File: config.mk
export PLATFORM = sky130hd
export DESIGN_NAME = ctrl_frame_decoder
export DESIGN_NICKNAME = d
export VERILOG_FILES = /design/src/rtl/ctrl_frame_decoder.sv
export SDC_FILE = /design/constraint.sdc
export NUM_CORES = 1
export LEC_CHECK = 0
export ABC_AREA = 1
export BUFFER_PORTS_ARGS = -buffer_cell sky130_fd_sc_hd__buf_2
export CORE_MARGIN = 2
export CORE_UTILIZATION = 60
export DETAILED_ROUTE_END_ITERATION = 16
export GPL_TIMING_DRIVEN = 0
export HOLD_SLACK_MARGIN = 0.06
export PLACE_DENSITY = 0.77
export SKIP_LAST_GASP = 1
export SLEW_MARGIN = 40
export SYNTH_ARGS = -nofsm -noshare
export SYNTH_HDL_FRONTEND = slang
export SYNTH_SLANG_ARGS = --single-unit
File: constraint.sdc
create_clock -name clk -period 7.74 [get_ports clk]
set_clock_uncertainty 0.1 [all_clocks]
set_input_delay 0.774 -clock clk [delete_from_list [all_inputs] [get_ports clk]]
set_output_delay 0.774 -clock clk [all_outputs]
set_load 0.005 [all_outputs]
File: src/rtl/ctrl_frame_decoder.sv
// Controller-frame parser for the UART input path: validates 5-byte frames
// (A5, player, axis, buttons, xor) and drives per-player paddle commands with watchdogs.
//
// state   | meaning
// IDLE    | hunting for the 0xA5 sync byte
// PLAYER  | expecting player id 0x00 or 0x01
// AXIS    | expecting signed stick Y
// BTNS    | expecting button byte (bit0 = start)
// CSUM    | expecting xor of player, axis and buttons
module ctrl_frame_decoder #(
    parameter int DEADZONE      = 16,
    parameter int FRAME_TIMEOUT = 5_000_000,
    parameter int BYTE_TIMEOUT  = 50_000
) (
    input  logic       clk,
    input  logic       rst,
    input  logic       rx_valid,
    input  logic [7:0] rx_data,
    output logic       p1_up,
    output logic       p1_down,
    output logic       p2_up,
    output logic       p2_down,
    output logic       start_trigger,
    output logic       frame_err,
    output logic [1:0] link_active
);

    localparam int BW = $clog2(BYTE_TIMEOUT + 1);
    localparam int FW = $clog2(FRAME_TIMEOUT + 1);
    localparam logic [BW-1:0] BYTE_RELOAD  = BW'(BYTE_TIMEOUT);
    localparam logic [FW-1:0] FRAME_RELOAD = FW'(FRAME_TIMEOUT);
    localparam logic signed [8:0] DZ_POS = 9'(DEADZONE);
    localparam logic signed [8:0] DZ_NEG = 9'(-DEADZONE);

    localparam logic [2:0] S_IDLE   = 3'd0;
    localparam logic [2:0] S_PLAYER = 3'd1;
    localparam logic [2:0] S_AXIS   = 3'd2;
    localparam logic [2:0] S_BTNS   = 3'd3;
    localparam logic [2:0] S_CSUM   = 3'd4;

    logic [2:0]    state;
    logic          player;
    logic [7:0]    axis;
    logic [7:0]    btns;
    logic [BW-1:0] byte_timer;

    logic [FW-1:0] wd [2];
    logic [1:0]    up_r;
    logic [1:0]    down_r;
    logic [1:0]    start_bit;

    logic              csum_ok;
    logic              commit;
    logic signed [8:0] axis_s;
    logic              cmd_up;
    logic              cmd_down;

    assign csum_ok  = (rx_data == ({7'b0, player} ^ axis ^ btns));
    assign commit   = rx_valid && (state == S_CSUM) && csum_ok;
    assign axis_s   = {axis[7], axis};
    assign cmd_up   = (axis_s < DZ_NEG);
    assign cmd_down = (axis_s > DZ_POS);

    // A byte arriving in the cycle the timer is at zero takes priority over the timeout.
    always_ff @(posedge clk or posedge rst) begin
        if (rst) begin
            state      <= S_IDLE;
            player     <= 1'b0;
            axis       <= '0;
            btns       <= '0;
            byte_timer <= '0;
            frame_err  <= 1'b0;
        end else begin
            frame_err <= 1'b0;
            if (rx_valid) begin
                byte_timer <= BYTE_RELOAD;
                case (state)
                    S_IDLE: begin
                        if (rx_data == 8'hA5) state <= S_PLAYER;
                    end
                    S_PLAYER: begin
                        if (rx_data[7:1] == 7'd0) begin
                            player <= rx_data[0];
                            state  <= S_AXIS;
                        end else begin
                            frame_err <= 1'b1;
                            state     <= S_IDLE;
                        end
                    end
                    S_AXIS: begin
                        axis  <= rx_data;
                        state <= S_BTNS;
                    end
                    S_BTNS: begin
                        btns  <= rx_data;
                        state <= S_CSUM;
                    end
                    S_CSUM: begin
                        if (!csum_ok) frame_err <= 1'b1;
                        state <= S_IDLE;
                    end
                    default: state <= S_IDLE;
                endcase
            end else if (state != S_IDLE) begin
                if (byte_timer == '0) begin
                    frame_err <= 1'b1;
                    state     <= S_IDLE;
                end else begin
                    byte_timer <= byte_timer - BW'(1);
                end
            end
        end
    end

    // Commit outranks expiry so a frame landing on the last watchdog cycle keeps the link up.
    always_ff @(posedge clk or posedge rst) begin
        if (rst) begin
            wd[0]         <= '0;
            wd[1]         <= '0;
            up_r          <= '0;
            down_r        <= '0;
            start_bit     <= '0;
            start_trigger <= 1'b0;
        end else begin
            start_trigger <= 1'b0;
            for (int n = 0; n < 2; n++) begin
                if (commit && (player == n[0])) begin
                    wd[n]        <= FRAME_RELOAD;
                    up_r[n]      <= cmd_up;
                    down_r[n]    <= cmd_down;
                    start_bit[n] <= btns[0];
                    if (btns[0] && !start_bit[n]) start_trigger <= 1'b1;
                end else if (wd[n] != '0) begin
                    wd[n] <= wd[n] - FW'(1);
                    if (wd[n] == FW'(1)) begin
                        up_r[n]      <= 1'b0;
                        down_r[n]    <= 1'b0;
                        start_bit[n] <= 1'b0;
                    end
                end
            end
        end
    end

    assign p1_up          = up_r[0];
    assign p1_down        = down_r[0];
    assign p2_up          = up_r[1];
    assign p2_down        = down_r[1];
    assign link_active[0] = (wd[0] != '0);
    assign link_active[1] = (wd[1] != '0);

endmodule

==> results of run 1 <==
==> sequential cells by signal, summed over array words and instances (netlist names) <==
| signal | cells |
|---|---|
| wd | 46 |
| byte_timer | 16 |
| axis | 8 |
| btns | 8 |
| state | 3 |
| down_r | 2 |
| start_bit | 2 |
| up_r | 2 |
| frame_err | 1 |
| player | 1 |
| start_trigger | 1 |
==> layout make-up <==
| cell class | count | share of cell area |
|---|---|---|
| clock inverters | 5 | 0.01032 |
| flip-flops and latches | 90 | 0.3716 |
| repair buffers | 18 | 0.01858 |
| well taps | 111 | 0.02291 |
| multi-input cells | 525 | 0.4676 |
| plain buffers | 10 | 0.01280 |
| clock buffers | 11 | 0.02498 |
| inverters | 110 | 0.07122 |
==> worst min-delay path by stage <==
| stage | start | endpoint | cells past startpoint |
|---|---|---|---|
| 2_1_floorplan | btns[7] | btns[7] | 2 |
| 3_3_place_gp | btns[7] | btns[7] | 2 |
| 3_5_place_dp | wd[45] | wd[45] | 2 |
| 4_1_cts | rst | byte_timer[11] | 2 |
| 5_1_grt | rst | axis[3] | 2 |
| 6_report | rst | byte_timer[11] | 2 |
==> placed cells by master, fill, tap and decap left out, drive strengths merged <==
cell type	Yosys	final
xnor2	10	10
a21o	1	1
nor2	103	103
nor3b	2	2
nand3b	19	19
xor2	24	24
buf	9	27
clkinvlp	0	2
o21ai	48	48
bufinv	1	2
a21oi	8	8
nor4	5	5
o21bai	2	2
nand3	60	60
nand2	183	183
nand4	20	20
inv	109	109
o211ai	8	8
dfrtp	90	90
clkbuf	1	12
nor3	19	19
o31ai	1	1
or2	4	4
a31oi	2	2
clkinv	0	2
ha	6	6
==> cell usage after synthesis, types with 4 or more instances <==
master / n / area, µm²
a21oi_1: 8 / 40.04
nand4_1: 17 / 106.4
nor4_1: 4 / 25.02
nand3_2: 6 / 60.06
inv_1: 101 / 379.1
nand2_1: 176 / 660.6
nor2_1: 89 / 334.1
nand3_1: 53 / 265.3
inv_2: 8 / 30.03
buf_6: 4 / 45.04
ha_1: 6 / 75.07
nand3b_1: 18 / 135.1
nor3_1: 11 / 55.05
nor3_2: 7 / 70.07
xnor2_1: 10 / 87.58
dfrtp_1: 90 / 2252
xor2_1: 24 / 210.2
nor2_4: 6 / 67.56
nor2_2: 7 / 43.79
o211ai_1: 8 / 60.06
nand2_2: 4 / 25.02
o21ai_1: 16 / 80.08
o21ai_0: 31 / 155.2
==> per-stage QoR <==
step,std cells,setup WS [ns]
6_report,880,4.944
4_1_cts,880,4.922
3_3_place_gp,863,3.488
2_1_floorplan,735,4.531
5_1_grt,880,4.764
3_5_place_dp,864,5.353
==> layer usage <==
metal  share of wire  global-route usage  wire (µm)  vias to the layer above
met5               0                   0          0                        -
met4          0.0076             0.06533         90                        0
met2            0.48              0.4182       5644                       81
met3           0.034             0.03814        402                        8
li1                -                   -          -                     2409
met1            0.48              0.3492       5710                     2239
==> critical path: cells and delay by family (launching register included) <==
family                   cells  cell delay [ns]
flip-flops                   1             0.42
adder cells (fa/ha/maj)      1             0.24
buffers and inverters        2             0.31
AND/OR/NAND/NOR              5             0.59
==> power groups by stage <==
stage | registers, µW | logic (µW) | clock network (µW)
2_1_floorplan | 605 | 362 | 0
3_3_place_gp | 616 | 431 | 0
3_5_place_dp | 620 | 448 | 0
4_1_cts | 612 | 450 | 348
5_1_grt | 625 | 516 | 365
6_report | 614 | 447 | 344
==> kinds of logic after synthesis <==
group                    count (synthesis)  share of synthesized area
AND/OR/NAND/NOR                        415                     0.3711
XOR/XNOR                                34                    0.05327
flip-flops                              90                     0.4029
adder cells (fa/ha/maj)                  6                    0.01343
AO/OA/AOI/OAI                           70                    0.06916
buffers and inverters                  120                    0.09019
==> impl_results.md, run 1 <==
- Status: complete, no violations
- FMAX: 357.6 MHz
- Final hold vios: 0
- Die height: 100.5 µm
- Hold Path Class: input pin to async pin
- WL per Instance: 13.46 µm
- Post-Syn Instances: 735
- Die area: 10110 µm²
- DRT Wirelength: 11850 µm
- Critical path cell sequence: inv_1 > ha_1 > nand2_1 > nor2_1 > nand2_1 > nor2_1 > nand2_1 > buf_2
- Slowest CP cell: dfrtp_1
- Final GP Congestion: 0.9387
- Area after DPL: 5847 µm²
- Flop2flop setup slack: 5.58 ns
- Antenna violations before repair: 0
- EDFF count, synth: 0
- I/O Buffers: 17
- Ys flop type: dfrtp_1
- Crit path to: link_active[1]
- Fillers: 795
- Crit Path Max Fanout: 5
- CP peak stage delay: 0.42 ns
- Post-Route Utilization: 0.6622
- H-tree levels: 3
- Nets: 781
- CTS resizes: 0
- Switch share: 0.3791
- Crit path launch type: flip-flop
- All-Layer GR Usage: 0.2523
- Ports: 19
- Post-CTS Setup Inserts: 0
- Seq cells post-synth: 90
- Setup tns final: 0 ns
- Worst VDD drop: 152.7 µV
- Number of global-route vias before repair: 4478
- Longest Clk Path Bufs: 2
- Initial Util: 0.6108
- First-pass GRT wire length: 20510 µm
- Mapped cell area: 5590 µm²
- Layout cells sized above 1: 0.1274
- Final Slew Violations: 0
- Least-Margin Pin Slew: 0.6834 ns
- Hold_ws: 0.3064 ns
- Sequential power share: 0.437
- YS warnings: 0
- Initial DRT Pass Iterations: 7
- Clk_lat worst skew: 0.36 ns
- CTS Sinks: 90
- Leak pwr: 0.003014 µW
- Cell variety after synth: 45
- Sequential share of the synthesized area: 0.4029
- Clk slew on worst S/H paths: 0.10 ns
- Initial DRC Count: 219
- Kind of critical path: flip-flop to output pin
- Fin crit share: 0.3613
- CP Capture Type: output pin
- Hold_buf cts: 0
- Syn nets: 752
- Pwr dens: 231.8 nW/µm²
- Endpoints failing setup: 0
- Power, Total: 1405 µW
- NetSw: 532.7 µW
- Layout Area Growth over Synthesis: 8.415%
- Die span in x: 100.5 µm
- R2r worst-path depth: 11
- Ant. Diodes: 0
- Clock root cell: clkbuf_8
- RSZ-0062 raised after global routing: false
- Cell mode on critical path: nand2_1
- Area of the multi-input gates: 2834 µm²
- Sequential cell area: 2252 µm²
- Worst path required time: 6.87 ns
- Tmin final: 2.796 ns
- Clock Power Share: 0.245
- Max Cap Violations: 0
- Std-Cell Rows: 35
- DR vias: 4737
- Total grt overflow: 0
- Worst setup path start: wd[0]
- Worst EP arrival: 1.92 ns
- R2r endpoint: wd[26]
- DR vias/cell: 5.383
- Worst rel slew slack: 0.5402
- Num CTS Buffers: 9
- FF-to-FF Start: wd[23]
- Power Internal: 872.4 µW
- Dpl hpwl: 8841 µm
- Design Area, Final: 6061 µm²
- Async S/R FF share, synth: 1.000
- Synth Area per Inst: 7.606 µm²
- Antenna Nets Post-Route: 0
- Core Region: 9153 µm²
- Logic pwr share: 0.318
- Largest net degree at the start of global routing: 52
- Drt drc: 0
- CTS tree: yes
No activity file was read; power rests on OpenSTA's default activity.
==> run 2, diff against run 1 <==
ABC_AREA = 0   (was 1)
CORE_UTILIZATION = 56   (was 60)
PLACE_DENSITY = 0.76   (was 0.77)
clock period = 2.2 ns   (was 7.74 ns; I/O delays follow)
==> run 2 against run 1 <==
  * The flow now finishes with violations (setup timing)
  * Critical path depth decreased by 2
  * Global-route usage increased by 0.37 points
  * Wire length decreased by 7.1%
  * Area after synthesis decreased by 15%
  * Via count decreased by 19%
  * Sequential power increased to 3.3 times the previous value
  * Setup slack got worse by 5.1 ns
  * Register-to-register slack got worse by 5.8 ns
  * Non-clock buffer count increased by 47
  * Largest power group unchanged
==> impl_results.md, run 2 <==
- Status: finished with violations
- Failing checks: setup timing
- Leak pwr: 0.002376 µW (-21%)
- Most flop-heavy register: wd
- Seq cells post-synth: 90 (unchanged)
- Max Cap Violations: 0 (unchanged)
- Layout cells sized above 1: 0.2841 (+0.1567)
- Antenna Nets Post-Route: 0 (unchanged)
- R2r endpoint: down_r[0]
- Final worst slack: -0.1728 ns (-5.117 ns)
- Die span in x: 95.95 µm (-4.6%)
- CP peak stage delay: 0.58 ns (+0.16 ns)
- Initial DRC Count: 154 (-30%)
- Cell accounting for the most synthesized area: dfrtp_1
- All-Layer GR Usage: 0.2560 (+0.003729)
- CTS tree: yes
- Core Region: 8217 µm² (-10%)
- Sequential share of the synthesized area: 0.4757 (+0.07282)
- Cell mode on critical path: or4_4
- Synth Area per Inst: 10.25 µm² (+35%)
- Critical path cell sequence: xnor3_1 > nand2_1 > or4_4 > or4_4 > buf_8 > mux2i_1
- Design Area, Final: 5927 µm² (-2.2%)
- Syn nets: 479 (-36%)
- Most frequent cell after synthesis: dfrtp_1
- Mux cell area share after synthesis: 0.05973 (+0.05973)
- EDFF count, synth: 0 (unchanged)
- Compound-gate portion of the synthesized area: 0.08404 (+0.01488)
- WP buf/inv: 1 (-1)
- CTS Sinks: 90 (unchanged)
- Worst rel slew slack: 0.5773 (+0.03703)
- Largest net degree at the start of global routing: 22 (-58%)
- Top delay family on crit path: simple AND/OR/NAND/NOR gates
- Post-Synth Simple-Gate Area: 0.2392 (-0.1319)
- First-pass GRT wire length: 18370 µm (-10%)
- Worst EP arrival: 2.54 ns (+0.62 ns)
- YS warnings: 0 (unchanged)
- Initial DRT Pass Iterations: 5 (-2)
- Slowest CP cell: or4_4
- Ports: 19 (unchanged)
- HP Start: rx_data[2]
- RSZ-0062 raised after global routing: true
- Clk_lat worst skew: 0.36 ns (about the same)
- Post-Route Utilization: 0.7213 (+0.05913)
- Initial Util: 0.5762 (-0.03459)
- Number of flip-flops in the largest register: 46 (unchanged)
- Commonest non-fill, non-tap cells in the layout: 84 x dfrtp_1, 43 x nor2_1, 30 x nand2_1
- Antenna violations before repair: 0 (unchanged)
- Kind of critical path: flip-flop to flip-flop
- Hold Path Class: input pin to flip-flop
- Cell variety after synth: 55 (+22%)
- Ant. Diodes: 0 (unchanged)
- Num CTS Buffers: 9 (unchanged)
- Setup tns final: -2.216 ns (-2.216 ns)
- Top-area cell type share of the netlist area: 0.4757 (+0.07282)
- Synthesized-area fraction occupied by adder cells: 0.01586 (+0.002427)
- Flop2flop setup slack: -0.17 ns (-5.75 ns)
- Power, Total: 3639 µW (+160%)
- Final Slew Violations: 0 (unchanged)
- Endpoints failing setup: 49 (+49)
- Post-Syn Instances: 462 (-37%)
- Post-synth top cells: 90 x dfrtp_1, 49 x nor2_1, 31 x nand2_1
- Drt drc: 0 (unchanged)
- Fraction of synthesized cell area in xor and xnor cells: 0.1012 (+0.04795)
- Hold path depth: 2
- Nets: 547 (-30%)
- Pwr dens: 614.0 nW/µm² (+160%)
- Mapped cell area: 4735 µm² (-15%)
- Leading cell type in the layout, fill and taps excluded: dfrtp_1
- H-tree levels: 3 (unchanged)
- Clock root cell: clkbuf_8
- Dpl hpwl: 6546 µm (-26%)
- Area after DPL: 5089 µm² (-13%)
- WL per Instance: 17.20 µm (+28%)
- Worst path required time: 2.37 ns (-4.50 ns)
- DRT Wirelength: 11010 µm (-7.1%)
- Fin crit share: 1.079
- Largest family of logic cells by synthesized area: simple AND/OR/NAND/NOR gates
- CP Capture Type: flip-flop
- R2r worst-path depth: 6 (-5)
- DR vias/cell: 5.991 (+11%)
- Std-Cell Rows: 33 (-5.7%)
- Longest Clk Path Bufs: 2 (unchanged)
- Least-Margin Pin Slew: 0.6181 ns (-0.06522 ns)
- Die area: 9206 µm² (-8.9%)
- Hold EP: axis[2]
- Worst VDD drop: 364.9 µV (+140%)
- DR vias: 3834 (-19%)
- Async S/R FF share, synth: 1.000 (unchanged)
- FF-to-FF Start: btns[2]
- Crit Path Max Fanout: 10 (+5)
- Biggest regs: wd (46), byte_timer (16)
- I/O Buffers: 18 (+1)
- Hold_ws: 0.08208 ns (-0.2243 ns)
- Tmin final: 2.373 ns
- Clk slew on worst S/H paths: 0.08 ns (-0.02 ns)
- Number of global-route vias before repair: 3860 (-14%)
- Final GP Congestion: 0.8382 (-11%)
- FMAX: 421.4 MHz
- Die height: 95.95 µm (-4.6%)
- Layout Area Growth over Synthesis: 25.18%
- Ranking of synthesized cells by area: dfrtp_1 48%, xor2_1 5.0%, mux2_2 4.3%, nor2_1 3.9%, xnor2_1 3.7%
- Final hold vios: 0 (unchanged)
- Total grt overflow: 0 (unchanged)
- Ys flop type: dfrtp_1
- Crit path launch type: flip-flop
## run 2: cell count changes in the layout (fill, tap and decap cells not counted), sizes merged, moves of 19 or more
cell / before / now
nor4: 5 / 24
nand2: 183 / 31
inv: 109 / 9
nand3: 60 / 13
nor2: 103 / 49
o21ai: 48 / 13
buf: 27 / 61
## run 2: kinds of logic (layout without fill, tap and decap cells)
kind of cell	count (synthesis)	in the layout
buffers and inverters	28	101
multiplexers	26	26
adder cells (fa/ha/maj)	6	6
flip-flops	90	90
AND/OR/NAND/NOR	205	205
AO/OA/AOI/OAI	57	57
XOR/XNOR	50	50
## run 2: metal layers
layer | vias to the layer above | routed length [µm] | GRT usage
li1 | 1800 | - | -
met1 | 1906 | 4804 | 0.3363
met2 | 103 | 5609 | 0.4301
met3 | 25 | 417 | 0.03681
met4 | 0 | 175 | 0.1012
met5 | - | 0 | 0
## run 2: worst max path at each step
stage | startpoint | endpoint | slack [ns] | cells after the start
after global routing | btns[2] | down_r[0] | -0.22 | 6
after global placement | btns[2] | wd[17] | -0.33 | 6
final | btns[2] | down_r[0] | -0.17 | 6
after floorplan | btns[2] | wd[17] | -0.08 | 6
after CTS | axis[2] | start_bit[0] | -0.13 | 6
after detailed placement | btns[2] | wd[17] | -0.35 | 6
## run 2: per-stage QoR
step                setup WS, ns  std cells
finish                   -0.1728        640
global route             -0.2166        640
CTS                      -0.1303        626
detailed placement       -0.3498        589
global placement         -0.3305        585
floorplan               -0.07535        462
## run 2: worst register-to-register path, cell delays in order (launching register included)
cell	delay, ns
dfrtp_1	0.38
xnor3_1	0.35
nand2_1	0.05
or4_4	0.58
or4_4	0.47
buf_8	0.17
mux2i_1	0.19
## run 2: area by class of cell
type	instances	area, µm²
plain buffers	11	77.57
clock buffers	11	151.4
clock inverters	5	52.55
fillers	552	2290
inverters	10	41.29
multi-input cells	344	2645
flip-flops and latches	90	2260
well taps	105	131.4
repair buffers	64	568.0
## run 2: what timing repair did
item | 4_1_cts | 5_1_grt
buffers inserted | 17 | 16
pin swaps | 19 | 17
setup endpoints to repair | 56 | 66
gates cloned | 3 | 0
resized for setup | 46 | 32
endpoints found under the hold margin | 40 | 0
hold buffers | 6 | 0
## run 2: report_power, final
group	internal, µW	switching [µW]	total [µW]	leakage [µW]
sequential	1780	214	2000	0.00101
clock	582	589	1170	0.000105
combinational	241	231	472	0.00126
total	2610	1030	3640	0.00238
==> run 3, diff against run 2 <==
CORE_UTILIZATION = 60   (was 56)
PLACE_DENSITY = 0.78   (was 0.76)
clock period = 2.65 ns   (was 2.2 ns; I/O delays follow)
==> run 3 against run 2 <==
  * The run now ends clean
  * Count of clock-buffer cells in the layout rose by 1
  * Combinational power decreased by 35%
  * Flip-flop and latch count did not move
  * Setup slack better by 0.24 ns
==> impl_results.md, run 3 (synthesis results as in run 2) <==
- Nets: 513 (-6.2%)
- Number of global-route vias before repair: 3540 (-8.3%)
- Layout Area Growth over Synthesis: 13.03%
- Die span in x: 92.83 µm (-3.3%)
- DR vias/cell: 5.929 (-1.0%)
- Max Cap Violations: 0 (unchanged)
- Worst rel slew slack: 0.5661 (-0.01118)
- Hold_ws: 0.09467 ns (+0.01259 ns)
- Dpl hpwl: 6487 µm (-0.90%)
- Core Region: 7687 µm² (-6.4%)
- Biggest regs: wd (46), byte_timer (16)
- Crit Path Max Fanout: 9 (-1)
- Worst VDD drop: 322.0 µV (-12%)
- Clock root cell: clkbuf_8
- Drt drc: 0 (unchanged)
- Ports: 19 (unchanged)
- Worst setup path start: wd[23]
- Worst EP arrival: 2.22 ns (-0.32 ns)
- Initial DRC Count: 187 (+21%)
- Clk_lat worst skew: 0.36 ns (about the same)
- Worst path required time: 2.29 ns (-0.08 ns)
- Final GP Congestion: 0.8040 (-4.1%)
- R2r endpoint: start_bit[0]
- All-Layer GR Usage: 0.2372 (-0.01875)
- Final Slew Violations: 0 (unchanged)
- Pwr dens: 557.3 nW/µm² (-9.2%)
- Fin crit share: 0.9756
- First-pass GRT wire length: 16280 µm (-11%)
- Endpoints failing setup: 0 (-100%)
- Area after DPL: 5051 µm² (-0.74%)
- DR vias: 3575 (-6.8%)
- Hold Path Class: input pin to flip-flop
- DRT Wirelength: 9389 µm (-15%)
- Clk slew on worst S/H paths: 0.09 ns (about the same)
- Die area: 8617 µm² (-6.4%)
- Leading cell type in the layout, fill and taps excluded: dfrtp_1
- Std-Cell Rows: 32 (-3.0%)
- Leak pwr: 0.002103 µW (-11%)
- Layout cells sized above 1: 0.1577 (-0.1264)
- Least-Margin Pin Slew: 0.6495 ns (+0.03135 ns)
- R2r worst-path depth: 6 (unchanged)
- Ant. Diodes: 0 (unchanged)
- Fin cells: 603 (-5.8%)
- Crit path to: link_active[0]
- Fillers: 607 (+10%)
- FMAX: 386.8 MHz
- H-tree levels: 3 (unchanged)
- Commonest non-fill, non-tap cells in the layout: 90 x dfrtp_1, 49 x nor2_1, 31 x nand2_1
- Design Area, Final: 5351 µm² (-9.7%)
- Num CTS Buffers: 9 (unchanged)
- Initial DRT Pass Iterations: 4 (-1)
- Tmin final: 2.585 ns
- CP Capture Type: output pin
- FF-to-FF Start: player
- Largest net degree at the start of global routing: 27 (+23%)
- I/O Buffers: 18 (unchanged)
- Antenna Nets Post-Route: 0 (unchanged)
- Flop2flop setup slack: 0.15 ns (+0.32 ns)
- CTS tree: yes
- Power, Total: 2982 µW (-18%)
- Final hold vios: 0 (unchanged)
- Status: complete, no violations
- WL per Instance: 15.57 µm (-9.5%)
- Antenna violations before repair: 0 (unchanged)
- Longest Clk Path Bufs: 2 (unchanged)
- Inst Count DP: 586 (-0.51%)
- Die height: 92.83 µm (-3.3%)
- Most flop-heavy register: wd
- CTS Sinks: 90 (unchanged)
- RSZ-0062 raised after global routing: true
- Crit path launch type: flip-flop
- Number of flip-flops in the largest register: 46 (unchanged)
- Kind of critical path: flip-flop to output pin
- Initial Util: 0.6159 (+0.03967)
- Total grt overflow: 0 (unchanged)
run 3: cell count changes in the layout (fill, tap and decap cells not counted), sizes merged:
cell         before  now
clkinv            3    2
buf              61   26
bufinv            1    2
dlygate4sd3       6    1
clkinvlp          2    1
clkbuf           19   26
run 3: worst min path at each step:
| stage | start | to | slack (ns) | depth (start not counted) |
|---|---|---|---|---|
| 4_1_cts | rx_data[4] | btns[4] | 0.09 | 2 |
| 5_1_grt | rx_data[4] | btns[4] | 0.10 | 2 |
| 3_3_place_gp | wd[22] | wd[22] | 0.39 | 2 |
| 2_1_floorplan | rx_data[0] | player | 0.32 | 1 |
| 3_5_place_dp | rst | wd[0] | 0.18 | 2 |
| 6_report | rx_data[4] | btns[4] | 0.09 | 2 |
run 3: power breakdown:
part | internal [µW] | leakage [µW] | switching, µW
sequential | 1480 | 0.00102 | 138
combinational | 146 | 0.000967 | 163
clock | 584 | 0.000117 | 474
run 3: metrics by stage:
stage                     TNS [ns]    util  worst slack [ns]
after floorplan                  0       -            0.3153
after global placement     -0.3158  0.6447          -0.04825
after detailed placement   -0.4950  0.6571          -0.05692
after CTS                 -0.03060  0.6925          -0.03060
after global routing       -0.1159  0.6961           -0.1021
final                            0  0.6961           0.06458
run 3: cell type report:
class / count / area [µm²] / area share
clock inverter: 4 / 73.82 / 0.01379
multi-input combinational: 344 / 2421 / 0.4524
clock buffer: 12 / 155.1 / 0.02899
timing repair buffer: 24 / 202.7 / 0.03788
inverter: 10 / 41.29 / 0.007716
tap: 102 / 127.6 / 0.02385
buffer: 17 / 77.57 / 0.01450
sequential: 90 / 2252 / 0.4209
run 3: timing repair:
item / CTS / global route
hold buffers: 1 / 0
hold endpoints to repair: 15 / 0
resized for setup: 6 / 4
pin swaps: 0 / 2
endpoints found under the setup margin: 26 / 21
setup buffers: 0 / 1
run 3: layer usage:
metal	part of all wire	up-vias	wire [µm]	track usage
li1	-	1739	-	-
met1	0.45	1751	4261	0.3211
met2	0.49	69	4624	0.3901
met3	0.036	16	336	0.03906
met4	0.018	0	166	0.08333
met5	0	-	0	0
run 3: worst max-delay path, cell delays in order, from the launching register on:
cell and delay [ns]:
dfrtp_1 0.44, inv_1 0.09, ha_1 0.14, clkbuf_1 0.30
nand4_1 0.26, or2_2 0.34, clkbuf_1 0.16, buf_2 0.15
